## src/rtl/uart_rx_cfg.sv

```systemverilog
`default_nettype none
// ============================================================================
// Module      : uart_rx_cfg
// Description : Parametrised UART receiver. Configurable data width, optional
//               parity, one or two stop bits and oversampling ratio. Includes a
//               2-flop input synchroniser, 3-sample majority voting, false-start
//               rejection and parity / framing / break reporting.
// Revision    : 1.0 - initial release
// ============================================================================
module uart_rx_cfg #(
    parameter int DATA_BITS  = 8,
    parameter int OVERSAMPLE = 16,
    parameter int PARITY_EN  = 0,
    parameter int PARITY_ODD = 0,
    parameter int STOP_BITS  = 1
) (
    input  logic                 clk,
    input  logic                 rst_n,
    input  logic                 b_tick,
    input  logic                 rx,
    output logic [DATA_BITS-1:0] rx_data,
    output logic                 rx_busy,
    output logic                 rx_done,
    output logic                 parity_err,
    output logic                 frame_err,
    output logic                 break_det
);

    localparam int TW = $clog2(OVERSAMPLE);

    // Tick positions of the three mid-bit samples and of the bit boundary
    localparam logic [TW-1:0] c_T_V0   = TW'(OVERSAMPLE / 2 - 1);
    localparam logic [TW-1:0] c_T_V1   = TW'(OVERSAMPLE / 2);
    localparam logic [TW-1:0] c_T_V2   = TW'(OVERSAMPLE / 2 + 1);
    localparam logic [TW-1:0] c_T_WRAP = TW'(OVERSAMPLE - 1);

    localparam logic [3:0] c_LAST_DATA = 4'(DATA_BITS - 1);
    localparam logic [3:0] c_LAST_STOP = 4'(STOP_BITS - 1);
    localparam logic       c_PAR_EN    = (PARITY_EN != 0);
    localparam logic       c_PAR_ODD   = (PARITY_ODD != 0);

    localparam logic [2:0] c_ST_IDLE   = 3'd0;
    localparam logic [2:0] c_ST_START  = 3'd1;
    localparam logic [2:0] c_ST_DATA   = 3'd2;
    localparam logic [2:0] c_ST_PARITY = 3'd3;
    localparam logic [2:0] c_ST_STOP   = 3'd4;

    logic                 r_sync1;
    logic                 r_rxs;
    logic [2:0]           r_state;
    logic                 r_armed;
    logic [TW-1:0]        r_tcnt;
    logic [3:0]           r_bitcnt;
    logic [1:0]           r_samp;
    logic [DATA_BITS-1:0] r_shreg;
    logic                 r_par;
    logic                 r_ferr;

    logic w_tick;
    logic w_samp;
    logic w_vote_ev;
    logic w_wrap;
    logic w_vote;
    logic w_ferr_fin;
    logic w_par_err;
    logic w_brk;

    // Ticks only matter while a frame is being received
    assign w_tick     = b_tick && (r_state != c_ST_IDLE);
    assign w_samp     = w_tick && ((r_tcnt == c_T_V0) || (r_tcnt == c_T_V1) || (r_tcnt == c_T_V2));
    assign w_vote_ev  = w_tick && (r_tcnt == c_T_V2);
    assign w_wrap     = w_tick && (r_tcnt == c_T_WRAP);

    // Majority of the two stored samples and the one arriving on the vote tick
    assign w_vote     = (r_samp[1] & r_samp[0]) | (r_samp[1] & r_rxs) | (r_samp[0] & r_rxs);

    // Final frame status, valid on the vote of the last stop bit
    assign w_ferr_fin = r_ferr | ~w_vote;
    assign w_par_err  = c_PAR_EN & (r_par ^ (^r_shreg) ^ c_PAR_ODD);
    assign w_brk      = w_ferr_fin & (r_shreg == '0) & (~c_PAR_EN | ~r_par);

    // Two-flop synchroniser on the asynchronous line, idling high
    always_ff @(posedge clk or negedge rst_n) begin
        if (!rst_n) begin
            r_sync1 <= 1'b1;
            r_rxs   <= 1'b1;
        end else begin
            r_sync1 <= rx;
            r_rxs   <= r_sync1;
        end
    end

    // Oversampling tick counter, held at zero while idle
    always_ff @(posedge clk or negedge rst_n) begin
        if (!rst_n) begin
            r_tcnt <= '0;
        end else if (r_state == c_ST_IDLE) begin
            r_tcnt <= '0;
        end else if (w_tick) begin
            r_tcnt <= (r_tcnt == c_T_WRAP) ? '0 : r_tcnt + TW'(1);
        end
    end

    // Capture the first two mid-bit samples for the majority vote
    always_ff @(posedge clk or negedge rst_n) begin
        if (!rst_n) begin
            r_samp <= 2'b11;
        end else if (w_samp) begin
            r_samp <= {r_samp[0], r_rxs};
        end
    end

    // Frame sequencing, data assembly and result registers
    always_ff @(posedge clk or negedge rst_n) begin
        if (!rst_n) begin
            r_state    <= c_ST_IDLE;
            r_armed    <= 1'b0;
            r_bitcnt   <= '0;
            r_shreg    <= '0;
            r_par      <= 1'b0;
            r_ferr     <= 1'b0;
            rx_data    <= '0;
            rx_busy    <= 1'b0;
            rx_done    <= 1'b0;
            parity_err <= 1'b0;
            frame_err  <= 1'b0;
            break_det  <= 1'b0;
        end else begin
            rx_done <= 1'b0;
            case (r_state)
                c_ST_IDLE: begin
                    // A start edge only counts once the line has been seen high
                    if (!r_armed) begin
                        r_armed <= r_rxs;
                    end else if (!r_rxs) begin
                        r_bitcnt <= '0;
                        r_shreg  <= '0;
                        r_par    <= 1'b0;
                        r_ferr   <= 1'b0;
                        rx_busy  <= 1'b1;
                        r_armed  <= 1'b0;
                        r_state  <= c_ST_START;
                    end
                end
                c_ST_START: begin
                    if (w_vote_ev && w_vote) begin
                        rx_busy <= 1'b0;
                        r_state <= c_ST_IDLE;
                    end else if (w_wrap) begin
                        r_state <= c_ST_DATA;
                    end
                end
                c_ST_DATA: begin
                    if (w_vote_ev) begin
                        r_shreg <= {w_vote, r_shreg[DATA_BITS-1:1]};
                    end
                    if (w_wrap) begin
                        if (r_bitcnt == c_LAST_DATA) begin
                            r_bitcnt <= '0;
                            r_state  <= c_PAR_EN ? c_ST_PARITY : c_ST_STOP;
                        end else begin
                            r_bitcnt <= r_bitcnt + 4'd1;
                        end
                    end
                end
                c_ST_PARITY: begin
                    if (w_vote_ev) begin
                        r_par <= w_vote;
                    end
                    if (w_wrap) begin
                        r_state <= c_ST_STOP;
                    end
                end
                c_ST_STOP: begin
                    if (w_vote_ev) begin
                        if (r_bitcnt == c_LAST_STOP) begin
                            // Finish at mid-bit so a back-to-back start is not missed
                            rx_data    <= r_shreg;
                            parity_err <= w_par_err;
                            frame_err  <= w_ferr_fin;
                            break_det  <= w_brk;
                            rx_done    <= 1'b1;
                            rx_busy    <= 1'b0;
                            r_armed    <= r_rxs;
                            r_state    <= c_ST_IDLE;
                        end else begin
                            r_ferr <= w_ferr_fin;
                        end
                    end else if (w_wrap) begin
                        r_bitcnt <= r_bitcnt + 4'd1;
                    end
                end
                default: begin
                    rx_busy <= 1'b0;
                    r_state <= c_ST_IDLE;
                end
            endcase
        end
    end

endmodule
`default_nettype wire

```

## config.mk

```make
export PLATFORM = sky130hd
export DESIGN_NAME = uart_rx_cfg
export DESIGN_NICKNAME = d
export VERILOG_FILES = /design/src/rtl/uart_rx_cfg.sv
export SDC_FILE = /design/constraint.sdc
export NUM_CORES = 1
export LEC_CHECK = 0
export CORE_MARGIN = 1.5
export CORE_UTILIZATION = 51
export DETAILED_ROUTE_END_ITERATION = 12
export PLACE_DENSITY = 0.85
export SYNTH_ARGS = -nofsm -noshare
export SYNTH_HDL_FRONTEND = slang
export SYNTH_SLANG_ARGS = --single-unit
```

## constraint.sdc

```tcl
create_clock -name clk -period 1.75 [get_ports clk]
set_input_delay 0.35 -clock clk [delete_from_list [all_inputs] [get_ports clk]]
set_output_delay 0.35 -clock clk [all_outputs]
set_load 0.02 [all_outputs]
```

==> results.md, run 1 <==
* Post-synthesis sequential area ratio at 48.1%
* Power per Cell Area at roughly 1100 nW/µm²
* Vias in the first global route at 1470
* HPWL Detailed at around 2700 µm
* Hold crit path type: in2async
* Avg Inst Size Synth at 10.7 µm²
* DIE WIDTH at 64.6 µm
* # IOs at 17
* Unrepaired setup endpoints after global routing: true
* Crit Path Max Fanout at 5
* Critical Path Start: r_bitcnt[0]
* Top cells by area, synth: dfrtp_1, mux2_4, dfstp_2, ha_1, o211ai_1
* TritonCTS clock tree: done
* Required @ worst endpoint at 1.94 ns
* Max-capacitance violation count at 0
* Finished Cell Area at 2430 µm²
* Port bufs at 15
* Initial Util at 52.8%
* Vias at 1464
* Synth Instances at 181
* Ys Warns at 0
* Mapped Area at roughly 1900 µm²
* Vert. Die Dim at 64.6 µm
* Leakage at 1.14 nW
* WP data arrival at 1.92 ns
* Worst setup path class: reg2reg
* H-Tree Depth at 2
* Worst Path Buf+Inv at 3
* Top cell type's share of synthesized area at 42.7%
* Sink Count at 37
* Final ANT Viol Nets at 0
* Standard-cell rows at 22
* CP Cell Sequence: inv_2 > ha_4 > nor3b_4 > buf_6 > nand4_4 > clkbuf_16 > mux2_4
* Synth unique cells at 49
* Core area at 3660 µm²
* Reg2reg setup slack at 0.02 ns
* Top-count cell post-synth: dfrtp_1
* #FFs+latches synth at 37
* Cell family with most CP delay: buffers and inverters
* Clock slew at reported path FFs at 0.08 ns
* Final Hold Vio Count at 0
* R2R depth at 7
* Final setup fails at 0
* Final #Nets at 226
* Syn Nets at 190
* GRT Overall Usage at 20.8%
* Reg-to-Reg End: break_det
* Status: finished clean
* Post-CTS Hold Buffers at 0
* DIE AREA at 4170 µm²
* Drt wl/cell at around 15 µm
* Total gr overflow at 0
* Drc violations at 0
* Largest area contributor in the netlist: dfrtp_1
* Layout cells sized above 1 at 28.6%
* Asr flop ratio synth at 100%
* Worst reg2reg path startpoint: r_bitcnt[0]
* Total negative slack at 0 ns
* Final core area utilization at 66.3%
* Final Max Slew Viols at 0
* Dominant synthesized flop cell: dfrtp_1
* Final setup skew at 0.00806 ns
* Synth top cells by count: dfrtp_1, inv_1, nor2_1
* Largest net degree at the start of global routing at 38
* Final worst path period share at between 90% and 100%
* Number of synthesized flops with an enable pin at 0
* CP max stage cell: dfrtp_1
* Iter 0 DRT Violations at 123
* CTS Buffer Depth at 2
* Post-layout minimum cycle time at approximately 1.7 ns
* Placer Congestion at around 0.85
* Global-route wire length before repair at 6550 µm
* Drt first pass iters at 4
* CTS buffer count at 5
* CTS root buffer: clkbuf_8
* Final WL at 3930 µm
* P&R area growth vs syn at 25.4%
* Initial antenna violation count at 0
* Critical path's largest stage delay at 0.40 ns
* Clk_lat worst skew at 0.30 ns
* Startpoint Class: register
* Power Total at about 2.8 mW
* Via density at 5.52
* Fmax at 0.579 GHz
* Maximum VDD drop at about 1 mV
* Cell Area, Placed at 2230 µm²
* # diodes at 0
* Worst setup EP type: register
-- layout by cell type (no fill, tap or decap), types with 6 or more instances in the layout --
master,netlist,final
clkbuf_8,0,6
inv_1,15,12
o21ai_0,10,10
o211ai_1,8,8
nand2_1,6,6
nor2_1,11,11
o21ai_1,7,7
mux2_4,9,9
buf_4,1,22
clkdlybuf4s50_1,0,14
dfrtp_1,33,33
-- power breakdown --
part           switching (mW)  internal, mW  total [mW]
Combinational           0.493         0.457       0.951
Clock                   0.311         0.311       0.622
Sequential              0.163          1.05        1.21
-- worst register-to-register path: stages, from the launching register on --
cell and delay, ns:
dfrtp_1 0.40, inv_2 0.09, ha_4 0.12, nor3b_4 0.24
buf_6 0.15, nand4_4 0.13, clkbuf_16 0.20, mux2_4 0.29
-- metal layers --
layer  part of all wire [%]  track usage, %  up-vias
met1                     44            25.3      716
met5                      0               0        -
met4                    1.9            8.51        0
met3                    3.3            6.77        7
li1                       -               -      708
met2                     51            34.0       33
-- cell type report --
class	count	area [µm²]
Tap cell	48	60.1
Inverter	15	56.3
Clock buffer	6	82.6
Multi-Input combinational cell	118	922
Sequential cell	37	931
Fill cell	287	1230
Clock inverter	1	7.51
Timing Repair Buffer	40	367
-- flip-flops by register name, summed over array words and instances, names as in the netlist --
name / count
r_shreg: 8
r_samp: 2
r_ferr: 1
r_bitcnt: 4
rx_data: 8
r_armed: 1
r_sync1: 1
r_state: 3
rx_busy: 1
rx_done: 1
r_rxs: 1
r_tcnt: 4
break_det: 1
frame_err: 1
-- metrics by stage --
step / worst slack [ns] / cells / hold slack [ns]
finish: 0.0218 / 265 / 0.0826
global route: -0.0286 / 265 / 0.141
CTS: -0.00362 / 259 / 0.120
detailed placement: -0.0701 / 252 / 0.349
global placement: -0.0333 / 252 / 0.346
floorplan: 0.0698 / 181 / 0.0544
-- logic make-up after synthesis --
group	count (synthesis)	synth area share (%)
compound gates	45	14.8
simple gates	49	15.5
xor+xnor	2	0.906
fa+ha+maj	6	3.75
buf+inv	26	6.34
other cells	1	0.194
mux	15	10.4
flops	37	48.1
-- worst max path at each step --
stage	to	slack (ns)	cells after the start
5_1_grt	break_det	-0.03	7
4_1_cts	rx_data[2]	-0.004	7
3_3_place_gp	rx_data[5]	-0.03	6
6_report	break_det	0.02	7
3_5_place_dp	rx_data[2]	-0.07	6
2_1_floorplan	break_det	0.07	7
-- repair_timing --
action | CTS | global route
hold endpoints to repair | 0 | 0
setup buffers | 0 | 5
cloned | 0 | 1
resized for setup | 1 | 10
pin swaps | 0 | 4
setup endpoints to repair | 9 | 18
Power figures use the tool's default switching activity.
==> run 2, diff against run 1 <==
--- a/config.mk
+++ b/config.mk
@@ -5,7 +5,7 @@
 export SDC_FILE = /design/constraint.sdc
 export NUM_CORES = 1
 export LEC_CHECK = 0
-export CORE_MARGIN = 1.5
+export CORE_MARGIN = 10
 export CORE_UTILIZATION = 51
 export DETAILED_ROUTE_END_ITERATION = 12
 export PLACE_DENSITY = 0.85
==> results.md, run 2 (synthesis results as in run 1) <==
* Total gr overflow at 0 (unchanged)
* DIE AREA at 6660 µm² (was 4170 µm²)
* Most frequent cells in the layout: dfrtp_1, buf_4, inv_1, clkdlybuf4s50_1, nor2_1 (was dfrtp_1, buf_4, clkdlybuf4s50_1)
* P&R area growth vs syn at 22.7% (was 25.4%)
* Initial antenna violation count at 0 (unchanged)
* Maximum VDD drop at 0.776 mV (was 0.982 mV)
* Unrepaired setup endpoints after global routing: false (was true)
* Status: finished clean (unchanged)
* Vias at 1438 (was 1464)
* CTS buffer count at 5 (unchanged)
* Placer Congestion at 0.862 (was 0.848)
* Final setup fails at 0 (unchanged)
* Vias in the first global route at 1442 (was 1470)
* DIE WIDTH at 81.6 µm (was 64.6 µm)
* Port bufs at 15 (unchanged)
* Vert. Die Dim at 81.6 µm (was 64.6 µm)
* Clk_lat worst skew at 0.30 ns (about the same)
* Required @ worst endpoint at 1.94 ns (about the same)
* TritonCTS clock tree: done (unchanged)
* Sink Count at 37 (unchanged)
* GRT met2 Usage at 20.8% (was 34.0%)
* Final setup skew at 0.00664 ns (was 0.00806 ns)
* Final #Nets at 222 (was 226)
* Post-layout minimum cycle time at 1.68 ns (was 1.73 ns)
* Reg2reg setup slack at 0.07 ns (was 0.02 ns)
* Power per Cell Area at 1210 nW/µm² (was 1150 nW/µm²)
* WP data arrival at 1.87 ns (was 1.92 ns)
* Drt first pass iters at 4 (unchanged)
* Leakage at 1.10 nW (was 1.14 nW)
* GR Layer Usage met3 at 5.35% (was 6.77%)
* # diodes at 0 (unchanged)
* H-Tree Depth at 2 (unchanged)
* Drc violations at 0 (unchanged)
* CTS root buffer: clkbuf_8 (unchanged)
* Global-route wire length before repair at 6570 µm (was 6550 µm)
* Post-place setup slack at -0.0801 ns (was -0.0701 ns)
* GRT Overall Usage at 12.6% (was 20.8%)
* Via density at 5.49 (was 5.52)
* # IOs at 17 (unchanged)
* Crit Path Max Fanout at 11 (was 5)
* Setup WS post-layout at 0.0673 ns (was 0.0218 ns)
* Clock slew at reported path FFs at 0.08 ns (about the same)
* Startpoint Class: register (unchanged)
* Top flop regs: r_shreg x8, rx_data x8 (unchanged)
* HPWL Detailed at 2840 µm (was 2690 µm)
* Worst setup EP type: register (unchanged)
* Worst setup path class: reg2reg (unchanged)
* Hold crit path type: in2async (unchanged)
* Iter 0 DRT Violations at 86 (was 123)
* Final WL at 3930 µm (about the same)
* Final worst path period share at 96.2% (was 98.8%)
* Commonest non-fill, non-tap cell in the layout: dfrtp_1 (unchanged)
* Fmax at 0.594 GHz (was 0.579 GHz)
* CTS Buffer Depth at 2 (unchanged)
* Initial Util at 52.8% (unchanged)
* Final Hold Vio Count at 0 (unchanged)
* Core area at 3660 µm² (unchanged)
* Min Hold Slack at 0.0786 ns (was 0.0826 ns)
* Final Max Slew Viols at 0 (unchanged)
* Max-capacitance violation count at 0 (unchanged)
* Largest net degree at the start of global routing at 38 (unchanged)
* Standard-cell rows at 22 (unchanged)
* Drt wl/cell at 15.0 µm (was 14.8 µm)
* GR peak layer: met2 (unchanged)
* Final ANT Viol Nets at 0 (unchanged)
* Met1 Resource Use GR at 14.6% (was 25.3%)
* Layout cells sized above 1 at 26.6% (was 28.6%)
run 2: cell types whose count changed in the layout (fill, tap and decap cells not counted), moves of 2 or more:
cell / previous run / this run
buf_4: 22 / 20
inv_2: 3 / 1
inv_1: 12 / 14
ha_4: 2 / 0
run 2: repair_timing:
item | in CTS | in global routing
cloned | 0 | 0
endpoints found under the hold margin | 0 | 0
setup buffers | 0 | 1
setup endpoints to repair | 10 | 12
pin swaps | 1 | 1
hold buffers | 0 | 0
gates resized for setup | 1 | 3
run 2: metrics by stage:
step / TNS (ns) / std cells / cell area (µm²) / util [%] / power [mW]
6_report: 0 / 262 / 2370 / 64.8 / 2.88
2_1_floorplan: 0 / 181 / 1930 / - / 1.79
3_3_place_gp: -0.204 / 253 / 2240 / 61.1 / 2.05
5_1_grt: 0 / 262 / 2370 / 64.8 / 3.08
4_1_cts: 0 / 261 / 2360 / 64.4 / 2.87
3_5_place_dp: -0.873 / 253 / 2240 / 61.1 / 2.09
run 2: area by class of cell:
type                            instances  area (µm²)
Clock buffer                            6        82.6
Fill cell                             295        1290
Multi-Input combinational cell        118         891
Tap cell                               48        60.1
Inverter                               15        56.3
Clock inverter                          2        37.5
Sequential cell                        37         931
Timing Repair Buffer                   36         315
run 2: final timing paths:
path	from	to	cells after the start
max	r_tcnt[1]	rx_data[0]	7
min	rst_n	rx_data[6]	2
max reg2reg	r_tcnt[1]	rx_data[0]	7
min reg2reg	r_sync1	r_rxs	0
max in group asynchronous	rst_n	r_samp[0]	2
min in group clk	r_sync1	r_rxs	0
run 2: where the power goes:
part,total (mW),switching [mW],internal (mW)
Clock,0.783,0.320,0.463
Sequential,1.20,0.154,1.05
Combinational,0.900,0.476,0.424
Total,2.88,0.949,1.93
run 2: routing by layer:
layer / up-vias / wire length [µm]
li1: 707 / -
met1: 699 / 1720
met4: 0 / 50
met5: - / 0
met2: 24 / 1960
met3: 8 / 199
run 2: worst max-delay path: stages (launching register included):
cell and delay [ns]:
dfrtp_1 0.39, inv_2 0.07, ha_2 0.17, and3b_2 0.19
nor2b_4 0.15, nand4_2 0.14, buf_12 0.18, mux2_4 0.29
